==> src/rtl/fp_classify_pipe_if.sv <==
`default_nettype none
// ============================================================================
// Module      : fp_classify_pipe_if
// Description : Operand/result handshake bundle and statistics signals for
//               the pipelined floating-point operand classifier.
// Revision    : 1.0 - initial release
// ============================================================================
interface fp_classify_pipe_if #(
    parameter int EXP_W  = 11,
    parameter int FRAC_W = 52,
    parameter int CNT_W  = 16
);
    localparam int c_DATA_W = EXP_W + FRAC_W + 1;

    logic                in_valid;
    logic                in_ready;
    logic [c_DATA_W-1:0] in_data;
    logic                out_valid;
    logic                out_ready;
    logic [c_DATA_W-1:0] out_data;
    logic [9:0]          out_class;
    logic                stat_clr;
    logic [CNT_W-1:0]    nan_cnt;
    logic [CNT_W-1:0]    sub_cnt;

    // Producer/consumer side of the classifier
    modport master (
        output in_valid, in_data, out_ready, stat_clr,
        input  in_ready, out_valid, out_data, out_class, nan_cnt, sub_cnt
    );

    // Classifier side
    modport slave (
        input  in_valid, in_data, out_ready, stat_clr,
        output in_ready, out_valid, out_data, out_class, nan_cnt, sub_cnt
    );
endinterface
`default_nettype wire

==> src/rtl/fp_classify_pipe.sv <==
`default_nettype none
// ============================================================================
// Module      : fp_classify_pipe
// Description : Two-stage valid/ready pipeline that classifies an IEEE-754
//               style operand into a 10-bit one-hot class and keeps
//               saturating NaN / subnormal result counters.
// Revision    : 1.0 - initial release
// ============================================================================
module fp_classify_pipe #(
    parameter int EXP_W  = 11,
    parameter int FRAC_W = 52,
    parameter int CNT_W  = 16
) (
    input  logic               clk,
    input  logic               rst,
    fp_classify_pipe_if.slave  bus
);
    localparam int c_DATA_W = EXP_W + FRAC_W + 1;

    localparam logic [CNT_W-1:0] c_CNT_MAX = '1;

    localparam logic [9:0] c_CLS_NEG_INF  = 10'b00_0000_0001;
    localparam logic [9:0] c_CLS_NEG_NORM = 10'b00_0000_0010;
    localparam logic [9:0] c_CLS_NEG_SUB  = 10'b00_0000_0100;
    localparam logic [9:0] c_CLS_NEG_ZERO = 10'b00_0000_1000;
    localparam logic [9:0] c_CLS_POS_ZERO = 10'b00_0001_0000;
    localparam logic [9:0] c_CLS_POS_SUB  = 10'b00_0010_0000;
    localparam logic [9:0] c_CLS_POS_NORM = 10'b00_0100_0000;
    localparam logic [9:0] c_CLS_POS_INF  = 10'b00_1000_0000;
    localparam logic [9:0] c_CLS_SNAN     = 10'b01_0000_0000;
    localparam logic [9:0] c_CLS_QNAN     = 10'b10_0000_0000;

    // Stage 1 state
    logic                r_s1Valid;
    logic [c_DATA_W-1:0] r_s1Data;
    logic                r_s1ExpOnes;
    logic                r_s1ExpZero;
    logic                r_s1FracZero;
    logic                r_s1FracMsb;

    // Stage 2 state
    logic                r_s2Valid;
    logic [c_DATA_W-1:0] r_s2Data;
    logic [9:0]          r_s2Class;

    // Statistics
    logic [CNT_W-1:0]    r_nanCnt;
    logic [CNT_W-1:0]    r_subCnt;

    logic                w_s1Adv;
    logic                w_s2Adv;
    logic                w_inHs;
    logic                w_outHs;
    logic [EXP_W-1:0]    w_expField;
    logic [FRAC_W-1:0]   w_fracField;
    logic                w_s1Sign;
    logic [9:0]          w_class;
    logic                w_isNan;
    logic                w_isSub;

    // A stage may take new data when it is empty or its content leaves
    assign w_s2Adv = ~r_s2Valid | bus.out_ready;
    assign w_s1Adv = ~r_s1Valid | w_s2Adv;

    // Held low during reset so nothing is accepted into a clearing pipe
    assign bus.in_ready = w_s1Adv & ~rst;
    assign w_inHs       = bus.in_valid & bus.in_ready;
    assign w_outHs      = r_s2Valid & bus.out_ready;

    assign w_expField  = bus.in_data[c_DATA_W-2 -: EXP_W];
    assign w_fracField = bus.in_data[FRAC_W-1:0];
    assign w_s1Sign    = r_s1Data[c_DATA_W-1];

    // Stage 1: capture operand with its exponent/fraction summary flags
    always_ff @(posedge clk) begin
        if (rst) begin
            r_s1Valid    <= 1'b0;
            r_s1Data     <= '0;
            r_s1ExpOnes  <= 1'b0;
            r_s1ExpZero  <= 1'b0;
            r_s1FracZero <= 1'b0;
            r_s1FracMsb  <= 1'b0;
        end else if (w_s1Adv) begin
            r_s1Valid <= w_inHs;
            if (w_inHs) begin
                r_s1Data     <= bus.in_data;
                r_s1ExpOnes  <= &w_expField;
                r_s1ExpZero  <= ~|w_expField;
                r_s1FracZero <= ~|w_fracField;
                r_s1FracMsb  <= w_fracField[FRAC_W-1];
            end
        end
    end

    // Decode the one-hot class from the stage 1 flags; NaNs ignore sign
    always_comb begin
        w_class = '0;
        if (r_s1ExpOnes) begin
            if (r_s1FracZero)
                w_class = w_s1Sign ? c_CLS_NEG_INF : c_CLS_POS_INF;
            else if (r_s1FracMsb)
                w_class = c_CLS_QNAN;
            else
                w_class = c_CLS_SNAN;
        end else if (r_s1ExpZero) begin
            if (r_s1FracZero)
                w_class = w_s1Sign ? c_CLS_NEG_ZERO : c_CLS_POS_ZERO;
            else
                w_class = w_s1Sign ? c_CLS_NEG_SUB : c_CLS_POS_SUB;
        end else begin
            w_class = w_s1Sign ? c_CLS_NEG_NORM : c_CLS_POS_NORM;
        end
    end

    // Stage 2: register operand and class; hold while the consumer stalls
    always_ff @(posedge clk) begin
        if (rst) begin
            r_s2Valid <= 1'b0;
            r_s2Data  <= '0;
            r_s2Class <= '0;
        end else if (w_s2Adv) begin
            r_s2Valid <= r_s1Valid;
            if (r_s1Valid) begin
                r_s2Data  <= r_s1Data;
                r_s2Class <= w_class;
            end
        end
    end

    assign w_isNan = r_s2Class[8] | r_s2Class[9];
    assign w_isSub = r_s2Class[2] | r_s2Class[5];

    // Saturating result counters; a clear overrides a same-cycle increment
    always_ff @(posedge clk) begin
        if (rst || bus.stat_clr) begin
            r_nanCnt <= '0;
            r_subCnt <= '0;
        end else begin
            if (w_outHs && w_isNan && (r_nanCnt != c_CNT_MAX))
                r_nanCnt <= r_nanCnt + 1'b1;
            if (w_outHs && w_isSub && (r_subCnt != c_CNT_MAX))
                r_subCnt <= r_subCnt + 1'b1;
        end
    end

    assign bus.out_valid = r_s2Valid;
    assign bus.out_data  = r_s2Data;
    assign bus.out_class = r_s2Class;
    assign bus.nan_cnt   = r_nanCnt;
    assign bus.sub_cnt   = r_subCnt;

endmodule
`default_nettype wire

==> src/flat_wrapper.sv <==
// flat-port wrapper written by rule: the top's interface ports become plain ports
module fp_classify_pipe_flat 
#(
    parameter int EXP_W  = 11,
    parameter int FRAC_W = 52,
    parameter int CNT_W  = 16
)
  (clk, rst, bus_in_valid, bus_in_data, bus_out_ready, bus_stat_clr, bus_in_ready, bus_out_valid, bus_out_data, bus_out_class, bus_nan_cnt, bus_sub_cnt);
  fp_classify_pipe_if #(.EXP_W(EXP_W), .FRAC_W(FRAC_W), .CNT_W(CNT_W)) bus_i ();
  input  logic clk;
  input  logic rst;
  input wire logic [$bits(bus_i.in_valid)-1:0] bus_in_valid;
  input wire logic [$bits(bus_i.in_data)-1:0] bus_in_data;
  input wire logic [$bits(bus_i.out_ready)-1:0] bus_out_ready;
  input wire logic [$bits(bus_i.stat_clr)-1:0] bus_stat_clr;
  output wire logic [$bits(bus_i.in_ready)-1:0] bus_in_ready;
  output wire logic [$bits(bus_i.out_valid)-1:0] bus_out_valid;
  output wire logic [$bits(bus_i.out_data)-1:0] bus_out_data;
  output wire logic [$bits(bus_i.out_class)-1:0] bus_out_class;
  output wire logic [$bits(bus_i.nan_cnt)-1:0] bus_nan_cnt;
  output wire logic [$bits(bus_i.sub_cnt)-1:0] bus_sub_cnt;
  assign bus_i.in_valid = bus_in_valid;
  assign bus_i.in_data = bus_in_data;
  assign bus_i.out_ready = bus_out_ready;
  assign bus_i.stat_clr = bus_stat_clr;
  assign bus_in_ready = bus_i.in_ready;
  assign bus_out_valid = bus_i.out_valid;
  assign bus_out_data = bus_i.out_data;
  assign bus_out_class = bus_i.out_class;
  assign bus_nan_cnt = bus_i.nan_cnt;
  assign bus_sub_cnt = bus_i.sub_cnt;
  fp_classify_pipe #(.EXP_W(EXP_W), .FRAC_W(FRAC_W), .CNT_W(CNT_W)) u_core (.clk(clk), .rst(rst), .bus(bus_i));
endmodule
==> config.mk <==
export PLATFORM = sky130hd
export DESIGN_NAME = fp_classify_pipe_flat
export DESIGN_NICKNAME = d
export VERILOG_FILES = /design/src/rtl/fp_classify_pipe_if.sv /design/src/rtl/fp_classify_pipe.sv /design/src/flat_wrapper.sv
export SDC_FILE = /design/constraint.sdc
export NUM_CORES = 1
export LEC_CHECK = 0
export CORE_MARGIN = 1.5
export CORE_UTILIZATION = 49
export CTS_CLUSTER_SIZE = 25
export DETAILED_ROUTE_END_ITERATION = 12
export GPL_TIMING_DRIVEN = 0
export PLACE_DENSITY = 0.8
export RECOVER_POWER = 25
export SYNTH_ARGS = -nofsm -noshare
export SYNTH_HDL_FRONTEND = slang
export SYNTH_SLANG_ARGS = --single-unit
export TNS_END_PERCENT = 30
==> constraint.sdc <==
create_clock -name clk -period 2 [get_ports clk]
set_input_delay 0.4 -clock clk [delete_from_list [all_inputs] [get_ports clk]]
set_output_delay 0.4 -clock clk [all_outputs]
set_load 0.005 [all_outputs]
### Word-level counts from Yosys, hierarchy flattened

Index checks and enable logic that the tools add are counted.

* flip-flop bits (word level): 176
* input bits: 69
* output and inout port bits: 108
* word-level logic and storage cells: 46

* $add $sub $neg: 2
* eq/ne operators: 2
* mux-type cells: 9
* bitwise logic cells: 10
* reductions and logical operators: 12

Operators by type and width (number)
* 52-bit OR reduction: 1
* 10-bit two-way mux: 5
* 16-bit by 1-bit adder with 16-bit output (second input constant): 2
* 16-bit inequality test (second input constant): 2
* 11-bit AND reduction: 1
* 11-bit OR reduction: 1
* 8-bit two-way mux: 1
* 7-bit two-way mux: 1
* 6-bit two-way mux: 1
* 5-bit two-way mux: 1
* 1-bit logical AND: 4
* 1-bit OR: 4
* 2-bit AND reduction: 2
* 1-bit bitwise AND: 3
* 1-bit inverter: 3
* 1-bit logical NOT: 2
* 1-bit logical OR: 1

### Depth between registers and ports, before layout

* word-level depth: 6
* gate-level depth with buffers: 7
* depth with buffers taken out: 5

### Worst setup path after synthesis

No wires, ideal clock.

* kind: reg2reg
* start point: reg u_core.r_subCnt[2] (netlist: u_core.bus.sub_cnt[2])
* end point: reg u_core.r_subCnt[15] (netlist: u_core.bus.sub_cnt[15])
* setup time: 0.070 ns
* data arrival time: 1.766 ns
* path slack: 0.164 ns
* stages on the path, launching flop included: 6
* buffers on the path: 1
* clock period less this slack: 1.836 ns
* path through: dfxtp_1 nand3_2 or4_1 buf_2 or4_1 a21oi_1

* word-level cells in the longest chain between the ends: 2

RTL lines
* start: declaration: RTL line fp_classify_pipe.sv:48 `logic [CNT_W-1:0] r_subCnt;`
* start signal: assignment: RTL line fp_classify_pipe.sv:142 `r_subCnt <= r_subCnt + 1'b1;`
* parallel branches: the longest is 2 deep, another holds 16-bit by 1-bit adder with 16-bit output

Parallel ways; which one is timed is not known.
A chain may end at the register's enable or synchronous reset.

### Worst setup path in the final report

* start point: in bus_out_ready
* end point: reg u_core.r_subCnt[15] (netlist: u_core.bus.sub_cnt[15])

* word-level cells in the longest chain between the ends: 3

RTL lines
* start: declaration: RTL line flat_wrapper.sv:14 `input wire logic [$bits(bus_i.out_ready)-1:0] bus_out_ready;`
* 1-bit bitwise AND: RTL line fp_classify_pipe.sv:68 `assign w_outHs = r_s2Valid & bus.out_ready;`
* 1-bit logical AND (2 in series): RTL line fp_classify_pipe.sv:141 `if (w_outHs && w_isSub && (r_subCnt != c_CNT_MAX))`

No other way between the ends.

==> results <==
- In this run the critical register-to-register path is launched from u_core.bus.out_valid.
- The number of endpoints failing setup at the final stage is 0.
- The count of antenna diodes in the layout is 0.
- The total DRC errors in the routed layout is 0.
- Clock latency on the worst-skew pair, taken at its later pin, is 0.43 ns.
- The floorplan die height is 121.2 um.
- The total count of max-transition violations in the final report was 0.
- In this run the standard cell core region covers 13,450 sq um.
- Once detailed placement completed, the half-perimeter wirelength came to 13.51 mm.
- The maximum fanout along the worst path is 7.
- The quantity of I/O buffers inserted on ports is 176.
- After synthesis, the cell types taking the most area are dfxtp_1 51%, nand2_1 12%, a21oi_1 7.4%.
- Measured in cells, the most critical reg-to-reg path has a length of 5.
- The worst reg-to-reg setup slack is 0.10 ns.
- The initial antenna violation count is 0.
- The via count of the first global-routing pass is 6,016.
- The clock drives 175 sinks.
- Setup repair after global routing could not meet its margin everywhere.
- The number of placed I/O pins is 177.
- The congestion estimate from routability-driven global placement came to 0.8417.
- The most instantiated flip-flop cell in the synthesis netlist is dfxtp_1.
- The worst setup path is launched from a primary input.
- The final setup skew is 0.006123 ns.
- Data on the critical path is required at its endpoint by 2.36 ns.
- The met3 layer wire length in the routed design is 1.413 mm.
- The post-synthesis register bit count is 175.
- The number of hold violations in the final report is 0.
- Counting every instance in the synthesized netlist gives 845.
- The worst path needs 1.914 ns of the cycle, external delays included.
- The post-cts hold buffer count is 0.
- Wires add up to 18.53 mm.
- The highest layer used for signal routing is met4.
- The met2 wire length is 8.504 mm.
- The actual transition at the worst max-transition pin is 0.6539 ns.
- The data arrival at the endpoint of the critical path is 2.28 ns.
- The share of synthesized area in the top cell type comes to 0.5122.
- The effective utilization at floorplan is 0.5085.
- The path class of the tightest hold or removal check is flop to flop.
- The clock passes through at most 2 buffers.
- The share of the Yosys chip area taken by registers is 0.5122.
- The detail-routed net length per standard cell is 15.09 um.
- The ratio of final minimum period to clock period is 0.9572.
- The detailed router put a total of 8.115 mm of wire on met1.
- The proportion of register bits with asynchronous set or reset after synthesis is 0.
- The endpoint of the lowest-slack register-to-register path is u_core.bus.sub_cnt[15].
- The worst hold path begins at u_core.bus.out_class[0].
- Along the worst hold path, the cell count comes to 2.
- Dividing the detail-routed via count by the number of cells gives 5.411.
- In the final layout, the share of cells above drive strength 1 is 0.06749.
- VDD sags by at most 0.0005977 V.
- The clock tree from TritonCTS is yes.
- The finished layout holds 1,228 standard cells, fillers aside.
- In this run the cell area of the synthesized design comes to 6840 sq um.
- The peak clock frequency supported by timing is 522.4 MHz.
- The end of the worst hold path is u_core.bus.out_class[0].
- At the end of the flow, the number of nets in the layout was 1,111.
- The first global-routing pass estimated 29.24 mm of wire.
- The flow ran to the end, and the final reports show no timing, DRC or antenna violations.
- The die boundary width is 121.2 um.
- The synthesized net count is 916.
- The number of H-tree levels is 4.
- The number of violations reported at the end of detailed-routing iteration 0 is 404.
- The remaining max-slew budget at the tightest pin is 0.5607.
- The endpoint type of the worst setup path is a flop.
- Entering global routing, the biggest net connects 17 pins.
- The average instance in the mapped netlist occupies 8.095 sq um.
- The post-route antenna net violation count is 0.
- Across every metal layer, demand over resource in global routing totals 0.2546.
- Before antenna repair, the detailed router went through 6 iterations.
- The count of flip-flops with a built-in enable after synthesis is 0.
- During synthesis, Yosys emitted a total of 0 warnings.
- The floorplan step defined a die boundary enclosing 14,680 sq um.
- The power density relative to cell area is 824.3 nW/um^2.
- After global routing the overflow that remains totals 0.
- In this run the clock root is driven by a clkbuf_16.
- dfxtp_1 takes more of the synthesized area than any other cell.
- The class of the most critical setup path is primary input to flop.
- The overall power is 7.874 mW.
- After clock tree synthesis, the clock-pin slew on the worst setup and hold paths is 0.06 ns.
- Max-cap violations in this run came to 0.
- The site row count is 42.
- TritonCTS created 17 clock buffers.
- The growth of design area from synthesis to finish is 39.64%.
- The final setup TNS is 0 ns.
- The leakage dissipation is 3.193 nW.
- The number of unique standard cell types used by synthesis is 34.
- The number of vias after detailed routing is 6,645.
- The number of placed instances, taps included is 1,197.
report_power, final:
part,switching [mW],total (mW),internal (mW)
sequential,0.0734,3.69,3.62
clock,1.34,3.56,2.21
combinational,0.318,0.623,0.305
flip-flops by register name, indices dropped and copies added, names as in the netlist:
register	cells
u_core.bus.out_data	64
u_core.bus.sub_cnt	16
u_core.bus.nan_cnt	16
u_core.r_s1Valid	1
u_core.r_s1Data	64
u_core.r_s1ExpOnes	1
u_core.r_s1ExpZero	1
u_core.bus.out_class	10
u_core.r_s1FracZero	1
u_core.bus.out_valid	1
stage by stage:
step	instance area (sq um)	setup WS [ns]	hold WS, ns	utilization
2_1_floorplan	6840	0.1643	0.4321	-
3_3_place_gp	8822	-1.367	0.4373	0.6558
3_5_place_dp	8822	-1.388	0.4432	0.6558
4_1_cts	9504	0.004871	0.4536	0.7065
5_1_grt	9552	-0.03526	0.4672	0.7100
6_report	9552	0.08560	0.4500	0.7100
final cells by class:
type / count / area, sq um
clock buffers: 21 / 480.5
multi-input cells: 609 / 3137
repair buffers: 177 / 1762
plain buffers: 55 / 255.2
inverters: 5 / 18.77
flip-flops and latches: 175 / 3521
fillers: 1121 / 3901
well taps: 176 / 220.2
clock inverters: 10 / 157.7
Yosys cell counts, types with 3 or more instances:
| master | number |
|---|---|
| o41ai_1 | 4 |
| clkbuf_1 | 54 |
| o31ai_1 | 10 |
| nor3_1 | 4 |
| o21ai_0 | 76 |
| nor2b_1 | 3 |
| nor2_1 | 10 |
| or3_1 | 19 |
| nand4_1 | 16 |
| inv_1 | 5 |
| nand3b_1 | 4 |
| o211ai_1 | 3 |
| and4_1 | 4 |
| dfxtp_1 | 175 |
| or4_1 | 11 |
| nand2_1 | 221 |
| nand4b_1 | 3 |
| nand3_1 | 13 |
| o311ai_0 | 4 |
| mux2i_1 | 3 |
| nand2b_1 | 65 |
| a21oi_1 | 101 |
| nor4_1 | 18 |
| and2_1 | 4 |
per-layer routing:
metal / track usage / vias to the layer above
met1: 0.3261 / 3062
li1: - / 3298
met2: 0.4066 / 242
met5: 0 / -
met4: 0.1051 / 0
met3: 0.06861 / 43
worst max-delay path by stage:
stage,cells after the start,to,from
finish,6,u_core.bus.sub_cnt[15],bus_out_ready
global route,7,u_core.r_s1Data[51],bus_in_valid
CTS,7,u_core.bus.nan_cnt[1],u_core.bus.nan_cnt[1]
detailed placement,6,bus_in_ready,rst
global placement,6,bus_in_ready,rst
floorplan,5,u_core.bus.sub_cnt[15],u_core.bus.sub_cnt[2]
critical path: stages:
cell and delay [ns]:
dlygate4sd2_1 0.37, o211ai_1 0.17, or4_1 0.51, buf_2 0.17, or4_1 0.50, a21oi_1 0.14
placed cells by master (no fill, tap or decap), types with 10 or more instances in the layout:
cell	instances
clkdlybuf4s50_1	173
o21ai_0	76
dfxtp_1	163
or3_1	18
clkbuf_1	41
o31ai_1	10
nand3_1	12
nand2b_1	65
nand2_1	221
clkbuf_16	17
a21oi_1	101
dfxtp_2	11
nor4_1	17
nand4_1	16
or4_1	11
cell families (layout without fill, tap and decap cells):
group	Yosys count	count (layout)	share of synthesized area
simple gates	403	403	0.2877
compound gates	200	200	0.1569
flops	175	175	0.5122
buf+inv	61	268	0.03384
mux	3	3	0.004390
fa+ha+maj	2	2	0.003658
xor+xnor	1	1	0.001281
timing repair:
item / in CTS / in global routing
endpoints found under the setup margin: 160 / 46
gates cloned: 0 / 0
gates resized for setup: 25 / 29
setup buffers: 0 / 1
Note: power is estimated with default switching activity, not from simulation.
